File: src/rtl/x_delay_line_pkg.sv
// Shared types and width helpers for the delay-line TDC measurement path.
// Default cell count and sync depth are also used when instantiating the cell chain.
package x_delay_line_pkg;

  localparam int P_CELLS_DEF = 64;
  localparam int P_SYNC_DEF  = 4;

  typedef enum logic [1:0] {
    IDLE   = 2'd0,
    LAUNCH = 2'd1,
    DRAIN  = 2'd2,
    OUTPUT = 2'd3
  } state_e;

  function automatic int cw_f(input int cells);
    return $clog2(cells + 1);
  endfunction

  function automatic int dw_f(input int cells, input int avg_log2);
    return cw_f(cells) + avg_log2;
  endfunction

endpackage

File: src/rtl/x_delay_line_meas_popcount.sv
// Combinational population count of a thermometer snapshot.
// Every set bit is counted, so bubbles in the code do not truncate the result.
module x_popcount
  import x_delay_line_pkg::*;
#(
  parameter int  p_cells = P_CELLS_DEF,
  localparam int CW      = cw_f(p_cells)
) (
  input  logic [p_cells-1:0] i_vec,
  output logic [CW-1:0]      o_cnt
);

  always_comb begin
    o_cnt = '0;
    for (int i = 0; i < p_cells; i++) begin
      o_cnt = o_cnt + CW'(i_vec[i]);
    end
  end

endmodule

File: src/rtl/x_delay_line_meas.sv
// Delay-line TDC measurement controller: launches edges into the cell chain, popcounts
// each synchronised snapshot and returns the accumulated sum over 2^p_avg_log2 samples.
//
// state  | meaning
// IDLE   | waiting for i_start, last result held on o_data
// LAUNCH | o_launch high, snapshot captured after p_sync cycles
// DRAIN  | o_launch low for p_sync+p_settle cycles, chain must empty
// OUTPUT | o_valid high until accepted by i_ready
module x_delay_line_meas
  import x_delay_line_pkg::*;
#(
  parameter int  p_cells    = P_CELLS_DEF,
  parameter int  p_sync     = P_SYNC_DEF,
  parameter int  p_settle   = 2,
  parameter int  p_avg_log2 = 4,
  localparam int CW         = cw_f(p_cells),
  localparam int DW         = dw_f(p_cells, p_avg_log2)
) (
  input  logic               i_clk,
  input  logic               i_rst,
  input  logic               i_start,
  output logic               o_busy,
  output logic               o_launch,
  input  logic [p_cells-1:0] i_q,
  output logic               o_valid,
  input  logic               i_ready,
  output logic [DW-1:0]      o_data,
  output logic               o_sat,
  output logic               o_dirty
);

  localparam int NSAMP  = 1 << p_avg_log2;
  localparam int NDRAIN = p_sync + p_settle;
  localparam int SW     = (p_avg_log2 > 0) ? p_avg_log2 : 1;
  localparam int CTW    = $clog2(NDRAIN + 1);

  state_e         state_q;
  logic [SW-1:0]  samp_q;
  logic [CTW-1:0] cyc_q;
  logic [DW-1:0]  acc_q;
  logic           launch_q;
  logic           valid_q;
  logic           busy_q;
  logic           sat_q;
  logic           dirty_q;
  logic [CW-1:0]  pop;

  x_popcount #(.p_cells(p_cells)) u_popcount (
    .i_vec (i_q),
    .o_cnt (pop)
  );

  always_ff @(posedge i_clk) begin
    if (i_rst) begin
      state_q  <= IDLE;
      samp_q   <= '0;
      cyc_q    <= '0;
      acc_q    <= '0;
      launch_q <= 1'b0;
      valid_q  <= 1'b0;
      busy_q   <= 1'b0;
      sat_q    <= 1'b0;
      dirty_q  <= 1'b0;
    end else begin
      case (state_q)
        IDLE: begin
          if (i_start) begin
            state_q  <= LAUNCH;
            launch_q <= 1'b1;
            busy_q   <= 1'b1;
            acc_q    <= '0;
            sat_q    <= 1'b0;
            dirty_q  <= 1'b0;
            samp_q   <= '0;
            cyc_q    <= '0;
          end
        end
        LAUNCH: begin
          if (cyc_q == CTW'(p_sync - 1)) begin
            acc_q    <= acc_q + DW'(pop);
            if (&i_q) sat_q <= 1'b1;
            launch_q <= 1'b0;
            cyc_q    <= '0;
            state_q  <= DRAIN;
          end else begin
            cyc_q <= cyc_q + CTW'(1);
          end
        end
        DRAIN: begin
          if (cyc_q == CTW'(NDRAIN - 1)) begin
            // Residue at the end of the drain means the chain did not empty in time.
            if (|i_q) dirty_q <= 1'b1;
            cyc_q <= '0;
            if (samp_q != SW'(NSAMP - 1)) begin
              samp_q   <= samp_q + SW'(1);
              launch_q <= 1'b1;
              state_q  <= LAUNCH;
            end else begin
              valid_q <= 1'b1;
              state_q <= OUTPUT;
            end
          end else begin
            cyc_q <= cyc_q + CTW'(1);
          end
        end
        OUTPUT: begin
          if (i_ready) begin
            valid_q <= 1'b0;
            busy_q  <= 1'b0;
            state_q <= IDLE;
          end
        end
        default: begin
          state_q  <= IDLE;
          launch_q <= 1'b0;
          valid_q  <= 1'b0;
          busy_q   <= 1'b0;
        end
      endcase
    end
  end

  assign o_busy   = busy_q;
  assign o_launch = launch_q;
  assign o_valid  = valid_q;
  assign o_data   = acc_q;
  assign o_sat    = sat_q;
  assign o_dirty  = dirty_q;

endmodule

File: config.mk
export PLATFORM = sky130hd
export DESIGN_NAME = x_delay_line_meas
export DESIGN_NICKNAME = d
export VERILOG_FILES = /design/src/rtl/x_delay_line_pkg.sv /design/src/rtl/x_delay_line_meas_popcount.sv /design/src/rtl/x_delay_line_meas.sv
export SDC_FILE = /design/constraint.sdc
export NUM_CORES = 1
export LEC_CHECK = 0
export CAP_MARGIN = 20
export CELL_PAD_IN_SITES_DETAIL_PLACEMENT = 1
export CELL_PAD_IN_SITES_GLOBAL_PLACEMENT = 1
export CORE_MARGIN = 2
export CORE_UTILIZATION = 35
export CTS_CLUSTER_SIZE = 12
export DETAILED_ROUTE_END_ITERATION = 10
export PLACE_DENSITY_LB_ADDON = 0.1
export SLEW_MARGIN = 5
export SYNTH_ARGS = -nofsm -noshare
export SYNTH_HDL_FRONTEND = slang
export SYNTH_SLANG_ARGS = --single-unit
File: constraint.sdc
create_clock -name i_clk -period 8.1 [get_ports i_clk]
set_clock_uncertainty 0.2 [all_clocks]
set_input_delay 1.62 -clock i_clk [delete_from_list [all_inputs] [get_ports i_clk]]
set_output_delay 1.62 -clock i_clk [all_outputs]
set_load 0.03 [all_outputs]
### Word-level counts from Yosys, hierarchy flattened

Cells that the tools add are included.

* $add $sub $neg: 66
* equality and inequality tests: 14
* muxes and demuxes: 34
* reduce and logical (&&, ||, !) cells: 17

Operators by type and width (count)
* 7-bit by 1-bit adder with 7-bit output: 62
* 64-bit AND reduction: 1
* 64-bit OR reduction: 1
* 11-bit 2-to-1 mux: 2
* 11-bit one-hot mux with 2 select lines: 1
* 4-bit AND reduction: 5
* 2-bit inequality test, second input constant: 8
* 1-bit 2-to-1 mux: 12
* 4-bit 2-to-1 mux: 3
* 11-bit by 7-bit adder with 11-bit output: 1
* 2-bit 2-to-1 mux: 5
* 3-bit 2-to-1 mux: 3
* 3-bit one-hot mux with 3 select lines: 1
* 1-bit one-hot mux with 2 select lines: 4
* 2-bit one-hot mux with 4 select lines: 1
* 4-bit one-hot mux with 2 select lines: 1
* 2-bit nonzero test: 4
* 3-bit AND reduction: 2
* 5-bit AND reduction: 1
* 4-bit by 1-bit adder with 4-bit output, second input constant: 1
* 2-bit equality test, second input constant: 2
* 4-bit inequality test, second input constant: 1
* 3-bit by 1-bit adder with 3-bit output, second input constant: 1
* 3-bit by 2-bit equality test with 1-bit output, second input constant: 1
* 7 further kinds: 7

* register bits after elaboration: 25
* bits of input ports: 68
* output and inout bits: 16
* logic and storage cells: 140

### Logic depth before layout (Yosys ltp)

Gate-level depths: netlist (run 1).

* depth after elaboration: 66
* depth in mapped cells: 28
* gate-level depth less buffers: 28

### Modules after synthesis

From an unflattened synthesis (run 1), not the netlist that was laid out.

* cells, all modules: 399
* area, all modules: 3529.6 µm²

Modules (own cells, without submodules)
* x_delay_line_meas: times used 1, cells each 227, area each 1800.5 µm², seq. area each 500.5 µm²
* x_popcount: times used 1, cells each 172, area each 1729.2 µm², seq. area each 0.0 µm²

### Worst setup path before layout (run 1)

Ideal clock, no wire load.

* path kind: input-to-reg
* from: input i_q[0]
* to: register acc_q[10], in the netlist o_data[10]
* library setup time: 127 ps
* arrival time: 8099 ps
* data required time: 7773 ps
* slack: -325 ps
* stages on the path: 25
* path buffers: 0
* path through: inv_1 ha_1 inv_1 fa_1 fa_1 inv_1 fa_1 fa_1 fa_1 fa_1 fa_1 inv_1 fa_1 inv_1 ha_1 nor2b_1 o21ai_0 a21boi_0 mux2i_1 o2111ai_1 ha_1 or3_1 o2111ai_1 xor2_1 nor2_1

* longest elaborated chain between the ends: 66

Ends and longest elaborated chain
* start, declared: RTL line x_delay_line_meas.sv:24 `input logic [p_cells-1:0] i_q,`
* 1-bit by 1-bit adder with 2-bit output: RTL line x_delay_line_meas_popcount.sv:16 `o_cnt = o_cnt + CW'(i_vec[i]);`
* 7-bit by 1-bit adder with 7-bit output (62 in a row): RTL line x_delay_line_meas_popcount.sv:16
* 11-bit by 7-bit adder with 11-bit output: RTL line x_delay_line_meas.sv:80 `acc_q <= acc_q + DW'(pop);`
* 11-bit 2-to-1 mux: RTL line x_delay_line_meas.sv:79 `if (cyc_q == CTW'(p_sync - 1)) begin`
* 11-bit one-hot mux with 2 select lines: RTL line x_delay_line_meas.sv:65 `case (state_q)`
* end signal, assigned: RTL line x_delay_line_meas.sv:80
* end, declared: RTL line x_delay_line_meas.sv:40 `logic [DW-1:0] acc_q;`

No other way between the ends. The select of a mux whose other input is x is not followed.
A chain may end at the register's enable or synchronous reset.

### Worst setup path in the final report (run 1)

* from: input i_q[36]
* to: register acc_q[7], in the netlist o_data[7]

* longest elaborated chain between the ends: 31

Ends and longest elaborated chain (RTL line)
* 7-bit by 1-bit adder with 7-bit output (28 in a row): x_delay_line_meas_popcount.sv:16
* 11-bit by 7-bit adder with 11-bit output: x_delay_line_meas.sv:80
* 11-bit 2-to-1 mux: x_delay_line_meas.sv:79
* 11-bit one-hot mux with 2 select lines: x_delay_line_meas.sv:65

No other way between the ends. The select of a mux whose other input is x is not followed.

==> results.md, run 1 <==
- Register area share after synthesis: 0.139
- Die ar.: ~11000 µm²
- Seq cells post-synth: 25
- Critical Path RT: about 8100 ps
- Crit Path Class: in2reg
- Worst hold path class: reg2reg
- Clock Latency Late Sink: 280 ps
- CTS max path bufs: 2
- DRC: 0
- Antenna Nets Post-Route: 0
- Highest-count cells in the layout ignoring fill and taps: 79 x inv_1, 58 x buf_4, 52 x clkdlybuf4s50_1
- Die width: between 100 and 150 µm
- Clock transition at the registers of the reported paths: 100 ps
- Final setup vio count: 8
- Slew at the pin closest to its max-slew limit: between 800 and 900 ps
- Pins Over Slew Limit: 0
- Detailed placement HPWL: about 11000 µm
- Core area: 10200 µm²
- Worst setup EP type: register
- Initial drt markers: 92
- IO Count: 84
- H-tree depth: 1
- Gr usage total: 0.239
- Count of different cell masters after synthesis: between 40 and 50
- Post-DR wirelength/cell: between 15 and 20 µm
- Via Count: roughly 3500
- Syn_nets: 575
- Nets@finish: ~720
- GR Overflow Total: 0
- Syn. warnings: 0
- RePlAce Congestion: 1.02
- Fraction of layout cells with a size suffix above 1: 0.279
- First-pass GRT wire length: about 21000 µm
- Synth Cell Area: between 3000 and 4000 µm²
- Min Tclk post-route: 8400 ps
- Clock sink count: 25
- Final hold vios: 0
- Post-route insts no fill: 696
- Core Rows: 37
- Ys async rst share: 0
- RSZ-0062 raised after global routing: yes
- Most common cell after layout, fill and taps aside: inv_1
- Tcrit/Tclk final: 1.04
- CTS Hold Bufs: 0
- Dpl cells: 685
- Routed WL: 12800 µm
- Chip Height: around 110 µm
- Arrival @ worst endpoint: 8420 ps
- Largest net degree at the start of global routing: 24
- Number of enable flip-flop cells after synthesis: 0
- Total CTS buffers: 3
- Peak Freq: between 100 and 150 MHz
- Fillers: between 1000 and 1500
- Initial antenna violation count: 0
- Area Growth Syn to Fin: 45.8%
- N_diodes: 0
- Number of global-route vias before repair: 4035
- Initial Utilization: 0.355
- CTS tree: done
- IO buf count: a little over 80
- Root Driver: clkbuf_8
- Vias/cell: around 5
- Final setup margin: -300 ps
- Slew Limit Headroom: 0.428
- Final core utilization: 0.517
- CP Max Fanout: 4
- First-pass DRT Iterations: 4
- Gate Count Post-Synth: between 400 and 500
- Outcome: finished, violations left
- Max-capacitance violation count: 0
- Critical Path Start Type: input port
- Dominant synthesized flop cell: dfxtp_1
- Failing checks: negative setup slack
- Mean Syn Cell Area: between 8 and 9 µm²
==> layer usage <==
layer / vias up / part of all wire / track usage
li1: 1662 / - / -
met1: 1722 / 0.46 / 0.330
met2: 64 / 0.50 / 0.410
met3: 17 / 0.032 / 0.0241
met4: 0 / 0.015 / 0.0479
met5: - / 0 / 0
==> sequential cells by signal, summed over array words and instances, names as in the netlist, 2 cells and up <==
register	flops
cyc_q	3
o_data	11
samp_q	4
state_q	2
==> cell families (layout without fill, tap and decap cells) <==
logic type / after synthesis / after routing / synth area share
fa+ha+maj: 88 / 88 / 0.419
xor+xnor: 6 / 6 / 0.0145
simple gates: 128 / 128 / 0.199
mux: 4 / 4 / 0.0111
flops: 25 / 25 / 0.139
compound gates: 55 / 55 / 0.0942
buf+inv: 113 / 254 / 0.123
==> cells in the mapped netlist, types with 2 or more instances <==
master / count / share of area
mux2i_1: 4 / 0.011
or4_1: 2 / 0.0042
inv_1: 106 / 0.11
nor4_1: 18 / 0.031
a21o_1: 2 / 0.0042
buf_6: 2 / 0.0062
o2111ai_1: 2 / 0.0048
nand2b_1: 4 / 0.0069
a21oi_1: 18 / 0.025
nor2_1: 30 / 0.031
o21bai_1: 3 / 0.0062
a211oi_1: 3 / 0.0062
nor3b_1: 3 / 0.0062
nand3b_1: 5 / 0.010
ha_1: 33 / 0.11
o211ai_1: 2 / 0.0042
or3_1: 3 / 0.0052
fa_1: 55 / 0.30
a22oi_1: 2 / 0.0042
nand4_1: 22 / 0.038
nand2_1: 13 / 0.014
xor2_1: 3 / 0.0073
nand3_1: 4 / 0.0055
nor3_1: 10 / 0.014
nor4b_1: 2 / 0.0048
o21ai_0: 13 / 0.018
xnor2_1: 3 / 0.0073
a31oi_1: 3 / 0.0052
nor2b_1: 4 / 0.0069
a21boi_0: 2 / 0.0042
or2_1: 3 / 0.0052
dfxtp_1: 25 / 0.14
buf_2: 2 / 0.0028
clkbuf_1: 2 / 0.0021
==> stage by stage <==
stage	setup TNS (ps)	hold WS, ps	worst slack, ps	cell area [µm²]
finish	-1450	291	-300	5270
global route	-2910	316	-436	5270
CTS	-1580	296	-349	5160
detailed placement	-7780	275	-960	5000
global placement	-6520	277	-783	5000
floorplan	0	263	6.12	3650
==> worst paths after layout <==
path,startpoint,endpoint,slack (ps),cells past startpoint
worst max-delay path,i_q[36],o_data[7],-300,23
worst min-delay path,o_busy,o_busy,290,2
worst max register to register,state_q[1],o_data[7],5830,6
worst min register to register,o_busy,o_busy,290,2
==> layout make-up <==
type | instances | area, µm² | share of cell area
inverter | 106 | 403 | 0.0765
tap | 136 | 170 | 0.0323
clock inverter | 1 | 7.51 | 0.00142
sequential | 25 | 500 | 0.0950
clock buffer | 3 | 41.3 | 0.00784
timing repair buffer | 144 | 1250 | 0.237
multi-input combinational | 281 | 2900 | 0.550
==> worst max-delay path: stages <==
cell	delay [ps]
clkdlybuf4s15_2	190
inv_2	40
fa_1	590
inv_2	60
fa_2	550
inv_2	40
fa_2	570
fa_2	470
fa_2	560
fa_1	430
fa_1	510
fa_1	430
fa_2	410
fa_2	390
o21ai_2	150
a21oi_2	90
xnor2_1	130
ha_1	370
nor3_2	70
nor2_2	160
a31oi_4	130
or3_4	340
a21oi_2	140
==> repair_timing <==
action | CTS | global route
gates cloned | 0 | 0
setup buffers | 5 | 2
gates resized for setup | 99 | 55
pin swaps | 41 | 51
setup endpoints to repair | 10 | 9
Power of run 1 is left out: the tool's default activity adds up to more than one toggle a clock period on the data nets, which glitch-free logic cannot reach.
==> run 2: changes to the inputs <==
PLACE_DENSITY = 0.76   (was not set)
PLACE_DENSITY_LB_ADDON = not set   (was 0.1)
SETUP_SLACK_MARGIN = 0.2   (was not set)
==> run 2 against run 1 <==
Net effect:
- the run still ends with negative setup slack left
- design area is 0.33% lower
- routed wire length is 2.2% lower
- via count hardly changed
- non-clock buffer count is 1 lower
==> results.md, run 2 (synthesis gave the netlist of run 1 again) <==
- Outcome: finished, violations left
- Failing checks: negative setup slack
- CTS tree: done
- CTS max path bufs: 2
- Crit path cell chain: clkdlybuf4s15_2 -> inv_1 -> fa_1 -> inv_2 -> fa_2 -> inv_1 -> fa_2 -> fa_1 -> fa_1 -> fa_1 -> fa_1 -> fa_1 -> fa_2 -> fa_2 -> o21ai_2 -> a21oi_2 -> xnor2_1 -> ha_2 -> nor3_2 -> nor2_1 -> a31oi_2 -> or3_1 -> a21oi_1
- Final hold vios: 0
- Core Rows: 37
- Worst setup EP type: register
- First-pass DRT Iterations: 4
- Initial antenna violation count: 0
- Area Growth Syn to Fin: 45.3%
- Vias/cell: roughly 5
- CP Max Fanout: 4
- Slowest stage cell, crit path: fa_1
- Slew at the pin closest to its max-slew limit: 900 ps
- GR Overflow Total: 0
- Tcrit/Tclk final: 1.02
- Clock transition at the registers of the reported paths: 90 ps
- Gr usage total: 0.237
- Via Count: about 3500
- Core area: 10200 µm²
- IO Count: 84
- Largest net degree at the start of global routing: 24
- Crit Path Class: in2reg
- Final setup vio count: 5
- Critical Path Start Type: input port
- CTS Hold Bufs: 0
- RePlAce Congestion: 0.892
- Min Tclk post-route: between 8000 and 9000 ps
- Clock sink count: 25
- Chip Height: between 100 and 150 µm
- Die ar.: around 11000 µm²
- Buf/Inv on CP: 4
- IO buf count: 83
- Nets@finish: approximately 700
- Number of global-route vias before repair: 3989
- CP dominant cell by count: fa_1
- Highest-count cells in the layout ignoring fill and taps: 82 x inv_1, 58 x buf_4, 52 x clkdlybuf4s50_1
- Setup_tns: -527 ps
- Fillers: 1218
- Detailed placement HPWL: ~11000 µm
- RSZ-0062 raised after global routing: yes
- Root Driver: clkbuf_8
- H-tree depth: 1
- Initial Utilization: 0.355
- Most common cell after layout, fill and taps aside: inv_1
- Initial drt markers: 119
- Clock Latency Late Sink: 270 ps
- Fraction of layout cells with a size suffix above 1: 0.256
- Pins Over Slew Limit: 0
- Routed WL: roughly 13000 µm
- First-pass GRT wire length: around 21000 µm
- Critical Path RT: between 8000 and 9000 ps
- Area occupied by multi-input gates: between 2000 and 3000 µm²
- Total CTS buffers: 3
- CP max stage delay: 550 ps
- Peak Freq: roughly 120 MHz
- Antenna Nets Post-Route: 0
- Final setup margin: -163 ps
- Storage cell area: roughly 500 µm²
- Worst hold path class: reg2reg
- Arrival @ worst endpoint: a little over 8000 ps
- Slew Limit Headroom: 0.398
- Die width: ~110 µm
- N_diodes: 0
- Max FFs per register: 11
- Post-DR wirelength/cell: ~18 µm
- Max-capacitance violation count: 0
- DRC: 0
- Delay-heaviest family, CP: adder cells
## run 2: worst paths after layout
kind,start,end,slack [ps],depth (start not counted)
worst max-delay path,i_q[50],o_data[9],-160,23
worst min-delay path,o_busy,o_busy,290,2
worst max register to register,state_q[0],state_q[1],5760,7
worst min register to register,o_busy,o_busy,290,2
## run 2: timing repair
item / in CTS / in global routing
resized for setup: 85 / 48
pin swaps: 45 / 54
buffers inserted: 5 / 1
endpoints found under the setup margin: 10 / 10
## run 2: cell type report
cell class,count,share of cell area
clock buffers,4,0.00858
inverters,106,0.0782
multi-input cells,281,0.548
flip-flops and latches,25,0.0953
well taps,136,0.0324
repair buffers,143,0.238
## run 2: worst reg2reg max path: stages (launching register included)
cell	delay, ps
dfxtp_1	420
inv_1	100
ha_1	330
a21bo_2	260
o21ai_0	120
nor3_1	410
a21oi_1	140
a311oi_1	270
## run 2: routing by layer
| metal | GRT usage | share of wire |
|---|---|---|
| met1 | 0.324 | 0.45 |
| met2 | 0.427 | 0.51 |
| met3 | 0.0235 | 0.038 |
| met4 | 0.0113 | 0.0037 |
| met5 | 0 | 0 |
## run 2: stage by stage
step           hold slack (ps)  setup slack (ps)  instances   util  instance area [µm²]
2_1_floorplan              263              40.9        419      -                 3680
6_report                   293              -163        695  0.516                 5250
5_1_grt                    306              -412        695  0.516                 5250
3_5_place_dp               270              -903        685  0.495                 5040
3_3_place_gp               264              -780        685  0.495                 5040
4_1_cts                    295              -347        694  0.510                 5190
Power of run 2 is left out for the same reason.
==> run 3: changes to the inputs <==
SETUP_SLACK_MARGIN = not set   (was 0.2)
==> run 3 against run 2 <==
Net effect:
- the run still ends with negative setup slack left
- core utilization grew 0.22 points
- sequential share of layout area is essentially flat
- die area is the same
- global-route usage shrank 0.88 points
- non-clock buffer count grew 2
- hold slack gained 5.9 ps
- count of clock-buffer cells in the layout shrank 1
- largest cell class unchanged
==> results.md, run 3 (synthesis gave the netlist of run 1 again) <==
- Final core utilization: 0.518
- Worst hold path class: reg2reg
- GR Overflow Total: 0
- Nets@finish: 718
- Area occupied by multi-input gates: between 2000 and 3000 µm²
- Die width: between 100 and 150 µm
- H-tree depth: 1
- Final setup margin: -241 ps
- Outcome: finished, violations left
- Largest net degree at the start of global routing: 24
- CTS Hold Bufs: 0
- CP Max Fanout: 4
- Initial drt markers: 87
- Total CTS buffers: 3
- Gr usage total: 0.228
- Clock sink count: 25
- Initial Utilization: 0.355
- Initial antenna violation count: 0
- Via Count: 3493
- Slew Limit Headroom: 0.408
- RSZ-0062 raised after global routing: yes
- Number of global-route vias before repair: 3920
- Slew at the pin closest to its max-slew limit: ~880 ps
- Peak Freq: around 120 MHz
- Chip Height: roughly 110 µm
- IO buf count: between 80 and 90
- Arrival @ worst endpoint: around 8400 ps
- Vias/cell: between 5 and 6
- DRC: 0
- Max FFs per register: 11
- Metal-1 WL: roughly 5800 µm
- Max-capacitance violation count: 0
- Post-DR wirelength/cell: 18.0 µm
- Critical Path Start Type: input port
- Most common cell after layout, fill and taps aside: inv_1
- Detailed placement HPWL: 10600 µm
- N_diodes: 0
- Final setup vio count: 7
- Routed met3 length: 350 µm
- Min Tclk post-route: roughly 8300 ps
- CP max stage delay: 590 ps
- Fillers: 1228
- Die ar.: roughly 11000 µm²
- Worst setup EP type: register
- Met2 WL: 6320 µm
- Core Rows: 37
- Core area: slightly above 10000 µm²
- First-pass GRT wire length: between 15000 and 20000 µm
- Critical Path RT: 8110 ps
- Top Layer Used: met4
- IO Count: between 80 and 90
- Slowest stage cell, crit path: fa_2
- CTS max path bufs: 2
- Failing checks: negative setup slack
- First-pass DRT Iterations: 4
- Root Driver: clkbuf_8
- RePlAce Congestion: between 0.9 and 1
- Final hold vios: 0
- Highest-count cells in the layout ignoring fill and taps: 86 x inv_1, 58 x buf_4, 52 x clkdlybuf4s50_1
- Clock transition at the registers of the reported paths: about 100 ps
- Buf/Inv on CP: 3
- Fraction of layout cells with a size suffix above 1: 0.267
- Crit path cell chain: buf_8 -> inv_4 -> ha_4 -> inv_2 -> fa_1 -> fa_2 -> fa_1 -> fa_2 -> fa_2 -> fa_1 -> fa_1 -> fa_1 -> fa_2 -> fa_2 -> o21ai_2 -> a21oi_2 -> xnor2_1 -> ha_2 -> nor3_2 -> nor2_1 -> a31oi_2 -> or3_4 -> a21oi_2
- Clock Latency Late Sink: 280 ps
- Pins Over Slew Limit: 0
- Delay-heaviest family, CP: adder cells
- CTS tree: done
- Crit Path Class: in2reg
- Tcrit/Tclk final: 1.03
- Routed WL: between 10000 and 15000 µm
- Antenna Nets Post-Route: 0
- Storage cell area: about 500 µm²
- Area Growth Syn to Fin: 45.9%
==> run 3: cell types whose count changed in the layout (fill, tap and decap cells not counted), moves of 2 or more <==
cell,delta
inv_2,-4
buf_2,+5
inv_4,+2
clkdlybuf4s15_1,+3
clkbuf_2,-2
buf_6,+2
inv_1,+4
dlygate4sd2_1,-5
==> run 3: worst paths after layout <==
kind	start	end	slack, ps	depth (start not counted)
max	i_q[1]	o_data[7]	-240	23
min	o_busy	o_busy	300	2
max reg2reg	state_q[1]	o_data[7]	5800	6
min reg2reg	o_busy	o_busy	300	2
==> run 3: metrics by stage <==
step	area (µm²)	setup WS [ps]	hold slack, ps	instances	setup TNS, ps
6_report	5270	-241	299	697	-1080
5_1_grt	5270	-437	331	697	-2630
3_5_place_dp	5000	-908	284	685	-7120
2_1_floorplan	3650	6.12	263	419	0
4_1_cts	5120	-290	302	691	-1260
3_3_place_gp	5000	-755	267	685	-6130
==> run 3: worst reg2reg max path, cell delays in order, from the launching register on <==
cell     delay, ps
dfxtp_1        420
inv_1           90
ha_1           310
mux2i_1        220
or2_1          400
or3_4          440
a21oi_2        150
==> run 3: routing by layer <==
metal  up-vias  global-route usage
li1       1668                   -
met2        60               0.400
met4         0              0.0226
met3        11              0.0216
met1      1754               0.316
met5         -                   0
==> run 3: timing repair <==
action,4_1_cts,5_1_grt
resized for setup,107,53
setup endpoints to repair,9,9
setup buffers,2,6
pin swaps,39,62
==> run 3: cell type report <==
cell class | count | area share
multi-input combinational | 281 | 0.548
timing repair buffer | 145 | 0.239
sequential | 25 | 0.0949
inverter | 106 | 0.0764
tap | 136 | 0.0323
clock buffer | 3 | 0.00783
clock inverter | 1 | 0.00142
Power of run 3 is left out for the same reason.
